**config.mk**
```make
export PLATFORM = sky130hd
export DESIGN_NAME = mux4_rr_arbiter
export DESIGN_NICKNAME = d
export VERILOG_FILES = /design/src/rtl/mux4_arb_pkg.sv /design/src/rtl/rr_pick4.sv /design/src/rtl/mux4_rr_arbiter.sv
export SDC_FILE = /design/constraint.sdc
export NUM_CORES = 1
export LEC_CHECK = 0
export BUFFER_PORTS_ARGS = -buffer_cell sky130_fd_sc_hd__buf_2
export CAP_MARGIN = 20
export CORE_AREA = 2 2 40 42
export CTS_CLUSTER_SIZE = 10
export DETAILED_ROUTE_END_ITERATION = 6
export DIE_AREA = 0 0 42 44
export GPL_TIMING_DRIVEN = 0
export PLACE_DENSITY = 0.65
export SLEW_MARGIN = 20
export SYNTH_ARGS = -nofsm -noshare
export SYNTH_HDL_FRONTEND = slang
export SYNTH_SLANG_ARGS = --single-unit
```
**constraint.sdc**
```tcl
create_clock -name clk -period 1.9 [get_ports clk]
set_clock_uncertainty 0.15 [all_clocks]
set_input_delay 0.285 -clock clk [delete_from_list [all_inputs] [get_ports clk]]
set_output_delay 0.285 -clock clk [all_outputs]
set_load 0.01 [all_outputs]
```
**src/rtl/mux4_arb_pkg.sv**
```systemverilog
// Shared types and helpers for the 4-requester round-robin mux arbiter.
package mux4_arb_pkg;

  localparam int NUM_REQ = 4;

  typedef enum logic {
    ST_IDLE  = 1'b0,
    ST_GRANT = 1'b1
  } state_t;

  function automatic logic [NUM_REQ-1:0] sel_to_onehot(input logic [1:0] s);
    sel_to_onehot = 4'b0001 << s;
  endfunction

endpackage

```
**src/rtl/rr_pick4.sv**
```systemverilog
// Combinational round-robin pick: first set req bit searching upward, mod 4,
// starting at last+1.
module rr_pick4
  import mux4_arb_pkg::*;
(
  input  logic [NUM_REQ-1:0] req,
  input  logic [1:0]         last,
  output logic [1:0]         idx,
  output logic               any
);

  // Scan from farthest to nearest so the nearest set bit overwrites the rest.
  always_comb begin
    idx = last;
    for (int i = NUM_REQ; i >= 1; i--) begin
      if (req[last + 2'(i)]) idx = last + 2'(i);
    end
  end

  assign any = |req;

endmodule

```
**src/rtl/mux4_rr_arbiter.sv**
```systemverilog
// Round-robin arbiter/sequencer in front of the one-bit 4:1 mux.
// Optional forced-release timeout enabled by defining MUX4_ARB_TIMEOUT_EN.
module mux4_rr_arbiter
  import mux4_arb_pkg::*;
#(
  parameter int MAX_HOLD = 8,
  parameter int HOLD_W   = 4
) (
  input  logic               clk,
  input  logic               rst_n,
  input  logic [NUM_REQ-1:0] req,
  input  logic [NUM_REQ-1:0] data_in,
  output logic [NUM_REQ-1:0] gnt,
  output logic [1:0]         sel,
  output logic               valid,
  output logic               m
);

  if (MAX_HOLD < 1 || MAX_HOLD > 15 || (2 ** HOLD_W) <= MAX_HOLD) begin : g_param_check
    $error("mux4_rr_arbiter: illegal MAX_HOLD/HOLD_W combination");
  end

  state_t             r_state;
  state_t             w_next;
  logic [1:0]         r_last;
  logic [1:0]         r_sel;
  logic [NUM_REQ-1:0] r_gnt;
  logic               r_valid;
  logic               r_m;
  logic [1:0]         w_pick_idx;
  logic               w_pick_any;
  logic               w_load;
  logic               w_release;
  logic               w_timeout;

  rr_pick4 u_pick (
    .req  (req),
    .last (r_last),
    .idx  (w_pick_idx),
    .any  (w_pick_any)
  );

`ifdef MUX4_ARB_TIMEOUT_EN
  logic [HOLD_W-1:0] r_hold;
  logic              w_others;

  // r_hold is 0 in the first grant cycle, so MAX_HOLD-1 marks the last allowed one.
  assign w_others  = |(req & ~r_gnt);
  assign w_timeout = (r_state == ST_GRANT) && w_others &&
                     (r_hold >= HOLD_W'(MAX_HOLD - 1));

  always_ff @(posedge clk or negedge rst_n) begin
    if (!rst_n) begin
      r_hold <= '0;
    end else if (w_load) begin
      r_hold <= '0;
    end else if (r_state == ST_GRANT && r_hold != HOLD_W'(MAX_HOLD)) begin
      r_hold <= r_hold + 1'b1;
    end
  end
`else
  assign w_timeout = 1'b0;
`endif

  always_ff @(posedge clk or negedge rst_n) begin
    if (!rst_n) r_state <= ST_IDLE;
    else        r_state <= w_next;
  end

  always_comb begin
    w_next = r_state;
    case (r_state)
      ST_IDLE:  if (w_pick_any) w_next = ST_GRANT;
      ST_GRANT: if (!req[r_sel] || w_timeout) w_next = ST_IDLE;
      default:  w_next = ST_IDLE;
    endcase
  end

  always_comb begin
    w_load    = (r_state == ST_IDLE) && w_pick_any;
    w_release = (r_state == ST_GRANT) && (!req[r_sel] || w_timeout);
  end

  always_ff @(posedge clk or negedge rst_n) begin
    if (!rst_n) begin
      r_gnt   <= '0;
      r_sel   <= 2'd0;
      r_valid <= 1'b0;
      r_last  <= 2'd3;
      r_m     <= 1'b0;
    end else begin
      if (w_load) begin
        r_gnt   <= sel_to_onehot(w_pick_idx);
        r_sel   <= w_pick_idx;
        r_last  <= w_pick_idx;
        r_valid <= 1'b1;
      end else if (w_release) begin
        r_gnt   <= '0;
        r_valid <= 1'b0;
      end
      if (r_valid) r_m <= data_in[r_sel];
    end
  end

  assign gnt   = r_gnt;
  assign sel   = r_sel;
  assign valid = r_valid;
  assign m     = r_m;

endmodule

```
* After elaboration in Yosys (flattened, before gate mapping)
Cells that the tools add are included.
** Storage, ports and cells
- Bits in registers :: 11
- Bits of input ports :: 10
- Output and inout bits :: 8
- Logic and storage cells :: 40
** Operators by class
- Add/sub/neg operators :: 3
- $lt $le $gt $ge :: 4
- Shift operators :: 1
- Muxes and demuxes :: 20
- Bitwise gates (word level) :: 1
- Reduce and logical (&&, ||, !) cells :: 5
** Operators by type and width (number)
- < comparator 2 x 3 -> 1 bit (second input constant) :: 4
- binary-select mux 1 bit (select 2 bit) :: 5
- 2-to-1 mux 1 bit :: 9
- 2-to-1 mux 4 bit :: 2
- 2-to-1 mux 2 bit :: 3
- adder 2 bit (second input constant) :: 2
- OR reduction 4 bit :: 1
- << shifter 1 x 2 -> 4 bit (first input constant) :: 1
- adder 2 x 1 -> 2 bit (second input constant) :: 1
- logical AND 1 bit :: 2
- case mux 1 bit (2 select lines) :: 1
- nonzero test 2 bit :: 1
- logical NOT 1 bit :: 1
- inverter 1 bit :: 1

* Longest topological paths before layout
- Word-level depth :: 8
- Mapped depth :: 5

* Hierarchy
Synthesis repeated with hierarchy kept, for this count alone.
** Second synthesis, totals
- Cell total of the unflattened synthesis :: 60
- Area, all modules :: 596.8 sq um
** Modules (own cells, without submodules)
- mux4_rr_arbiter :: times used 1, cells each 46, area each 514.2 sq um, seq. area each 277.8 sq um
- rr_pick4 :: times used 1, cells each 14, area each 82.6 sq um, seq. area each 0.0 sq um

* Worst setup path after synthesis
Ideal clock, no wire load.
- Path kind :: flip-flop to flip-flop
- Start :: reg r_last[1]
- End :: reg r_gnt[3] (netlist: gnt[3])
- Setup time :: 121 ps
- Data arrival time :: 1434 ps
- Required time :: 1629 ps
- Slack :: 194 ps
- Stages on the path, launching flop included :: 6
- Buffers on the path :: 1
- Clock period less this slack :: 1706 ps
- Path through :: dfstp_2 -> buf_2 -> mux2i_1 -> nor2_1 -> or3_1 -> a32o_2
** On the way
- Longest elaborated chain between the ends :: 8
- Elaborated cells on any way between the ends :: 14
- Those cells by class :: 3 x add/sub; 1 x shift; 10 x mux
** RTL lines
- start, declared :: RTL line mux4_rr_arbiter.sv:25 : logic [1:0] r_last;
- start signal, assigned :: RTL line mux4_rr_arbiter.sv:95 : r_last <= w_pick_idx;
- adder 2 bit :: RTL line rr_pick4.sv:16 : if (req[last + 2'(i)]) idx = last + 2'(i);
- binary-select mux 1 bit (select 2 bit) :: RTL line rr_pick4.sv:16
- 2-to-1 mux 1 bit (implied by the code) :: RTL line rr_pick4.sv:16
- 2-to-1 mux 2 bit (2 in series) :: RTL line rr_pick4.sv:16
- 2-to-1 mux 2 bit (*) :: RTL line rr_pick4.sv:16
- << shifter 1 x 2 -> 4 bit (*) :: RTL line mux4_arb_pkg.sv:12 : sel_to_onehot = 4'b0001 << s;
- 2-to-1 mux 4 bit (*) :: RTL line mux4_rr_arbiter.sv:92 : if (w_load) begin
- end signal, assigned :: RTL line mux4_rr_arbiter.sv:93 : r_gnt <= sel_to_onehot(w_pick_idx);
- end, declared :: RTL line mux4_rr_arbiter.sv:27 : logic [NUM_REQ-1:0] r_gnt;
Mark *: on every way between the ends. The rest lies on a longest branch, timed or not. The select of a mux whose other input is x is not followed.
A chain may end at the register's enable or synchronous reset.

* Worst setup path in the final report
Same ends and word-level chain as after synthesis.

==> impl_metrics.csv <==
group,metric,value,unit
synthesis,syn_avg_cell_area,11.2,um2
critical_path,end_kind,"flip-flop",
floorplanning,initial_core_util,0.394,
layout,finalInstanceArea,701,um2
drt,ant_nets,0,
global_routing,grt-ovfl-total,0,
timing,period_needed,1.79,ns
drt,route.detailed.drc,0,
floorplanning,core_region_area,0.00142,mm2
drt,num_vias,452,
drt,drt_iter0_markers,1,
global_routing,grt_pass1_vias,427,
synthesis,syn_nets,60,
clocking,clock_path_buffers,2,
power,power,1.14,mW
synthesis,ys_types,25,
timing,timing.hold.ws,0.275,ns
drt,wl_per_cell,12.5,um
synthesis,synth-edff-count,0,
synthesis,synth_area_leaders,"dfrtp_1 (40%), dfstp_2 (9.4%), mux4_1 (4.7%)",
clocking,cts_num_sinks,11,
synthesis,seq_area_frac_synth,0.497,
floorplanning,ios,18,
timing,fmax,0.558,GHz
critical_path,rr_worst_depth,5,
clocking,clk_pin_slew,0.06,ns
timing,tightest_slew,0.460,ns
critical_path,worstPathRequired,1.90,ns
clocking,insertion_delay,0.26,ns
timing,setup_violations,0,
floorplanning,fp.dieH,44,um
critical_path,r2r-start,"r_last[1]$_DFFE_PN1P_",
place,place_ws,0.120,ns
power,power_density,1630,mW/mm2
global_routing,grtUsageTotal,0.140,
clocking,cts_root_buf,"clkbuf_4",
floorplanning,die_x,42,um
floorplanning,die_area,0.00185,mm2
synthesis,ys_ff_latch,11,
timing,fin_crit_sh,0.943,
timing,totalNegativeSetupSlack,0,ns
layout,antennaDiodeCount,0,
layout,fin_nets,83,
power,vdd_ir_drop_max,0.710,mV
synthesis,syn_inst,50,
place,io_buffers,17,
power,leakagePower,0.354,nW
critical_path,rrSetupSlack,0.11,ns
clocking,cts_buffers,3,
critical_path,critPathKind,"reg2reg",
drt,vias_per_cell,5.14,
timing,slew_headroom,0.694,
place,dpl-instance-area,664,um2
timing,hold_viol_final,0,
global_routing,grt_max_degree,12,
critical_path,timing.rr.end,"gnt[3]$_DFFE_PN0P_",
place,place.gp.congestion,0.818,
min_path,hold_path.class,"in2async",
synthesis,yosysTopAreaCell,"dfrtp_1",
synthesis,syn_area,559,um2
drt,drt_first_pass_iters,4,
synthesis,synth_top_area_frac,0.403,
run_status,outcome,"finished, final reports clean",
synthesis,async_flop_share,1.00,
place,dp.final_hpwl,872,um
drt,routed_wl,1100,um
clocking,htreeDepth,1,
synthesis,yosys_warnings,0,
critical_path,worstPathArrival,1.79,ns
global_routing,antenna_found_initial,0,
timing,report.final.slew_viol_count,0,
layout,drive_above_1_share,0.417,
clocking,cts_resized,0,
clocking,cts_tree,"done",
layout,syn_to_final_growth,25.3,%
synthesis,yosys_most_used_dff,"dfrtp_1",
critical_path,cp_max_fo,8,
global_routing,grt_pass1_wl,1890,um
timing,rsz0062_at_grt,"no",
flow_run,cap_viol_max_count,0,
floorplanning,num_rows,14,
critical_path,worstSetupStartpointType,"flip-flop",
timing,fin_ws,0.108,ns
==> worst max-delay path by stage <==
stage                               start                 end  slack (ns)
detailed placement  r_last[1]$_DFFE_PN1P_  gnt[3]$_DFFE_PN0P_        0.12
global route        r_last[1]$_DFFE_PN1P_  gnt[1]$_DFFE_PN0P_        0.02
floorplan           r_last[1]$_DFFE_PN1P_  gnt[3]$_DFFE_PN0P_        0.19
CTS                 r_last[1]$_DFFE_PN1P_  gnt[3]$_DFFE_PN0P_        0.11
finish              r_last[1]$_DFFE_PN1P_  gnt[3]$_DFFE_PN0P_        0.11
global placement    r_last[1]$_DFFE_PN1P_  gnt[3]$_DFFE_PN0P_        0.13
==> critical path, stage by stage, from the launching register on <==
cell and delay (ns):
dfstp_2 0.51, buf_2 0.17, mux2i_1 0.20, nor2_1 0.07
or3_1 0.37, a32o_2 0.23
==> through the flow <==
step,util,cells
6_report,0.494,88
5_1_grt,0.494,88
4_1_cts,0.494,88
3_5_place_dp,0.468,83
3_3_place_gp,0.468,83
2_1_floorplan,-,50
==> sequential cells by signal, summed over array words and instances (netlist names) <==
register / count
sel: 2
r_state: 1
valid: 1
r_last: 2
gnt: 4
m: 1
==> repair_timing <==
item,in CTS,in global routing
buffers inserted,0,0
hold buffers,1,0
hold endpoints to repair,11,0
==> layer usage <==
metal	up-vias	routed length (um)	GRT usage
li1	231	-	-
met1	214	480	0.168
met2	7	565	0.225
met3	0	52	0.0792
met4	0	0	0.0194
met5	-	0	0
==> power breakdown <==
part / switching (mW) / internal [mW] / leakage, nW / total, mW
combinational: 0.268 / 0.269 / 0.207 / 0.537
sequential: 0.0918 / 0.363 / 0.132 / 0.455
clock: 0.0697 / 0.0811 / 0.0150 / 0.151
total: 0.430 / 0.713 / 0.354 / 1.14
==> synthesized netlist by cell type, types with 2 or more instances <==
cell type  count
o21ai_0        2
nand3_1        2
dfstp_2        2
a21oi_1        5
or3_1          2
a21o_1         2
nand2_1        4
dfrtp_1        9
nor2_1         5
a32o_2         2
==> cells by family (layout without fill, tap and decap cells) <==
logic type	after synthesis	in the layout	share of synthesized area
multiplexers	4	4	0.125
buffers and inverters	1	23	0.00894
AND/OR/NAND/NOR	20	20	0.197
AO/OA/AOI/OAI	14	14	0.172
flip-flops	11	11	0.497
==> cell type report <==
class | instances | area, um2
plain buffers | 1 | 5.00
clock buffers | 4 | 26.3
fillers | 140 | 718
multi-input cells | 38 | 277
flip-flops and latches | 11 | 278
well taps | 16 | 20.0
repair buffers | 18 | 95.1
==> layout by cell type (no fill, tap or decap), types with 2 or more instances in the layout <==
cell type / synthesis / final
nand2_1: 4 / 4
buf_2: 1 / 18
nor2_1: 5 / 5
a32o_2: 2 / 2
nand3_1: 2 / 2
a21o_1: 2 / 2
a21oi_1: 5 / 5
o21ai_0: 2 / 2
or3_1: 2 / 2
dfrtp_1: 9 / 9
clkbuf_4: 0 / 3
dfstp_2: 2 / 2
(Power assumes the default switching activity.)
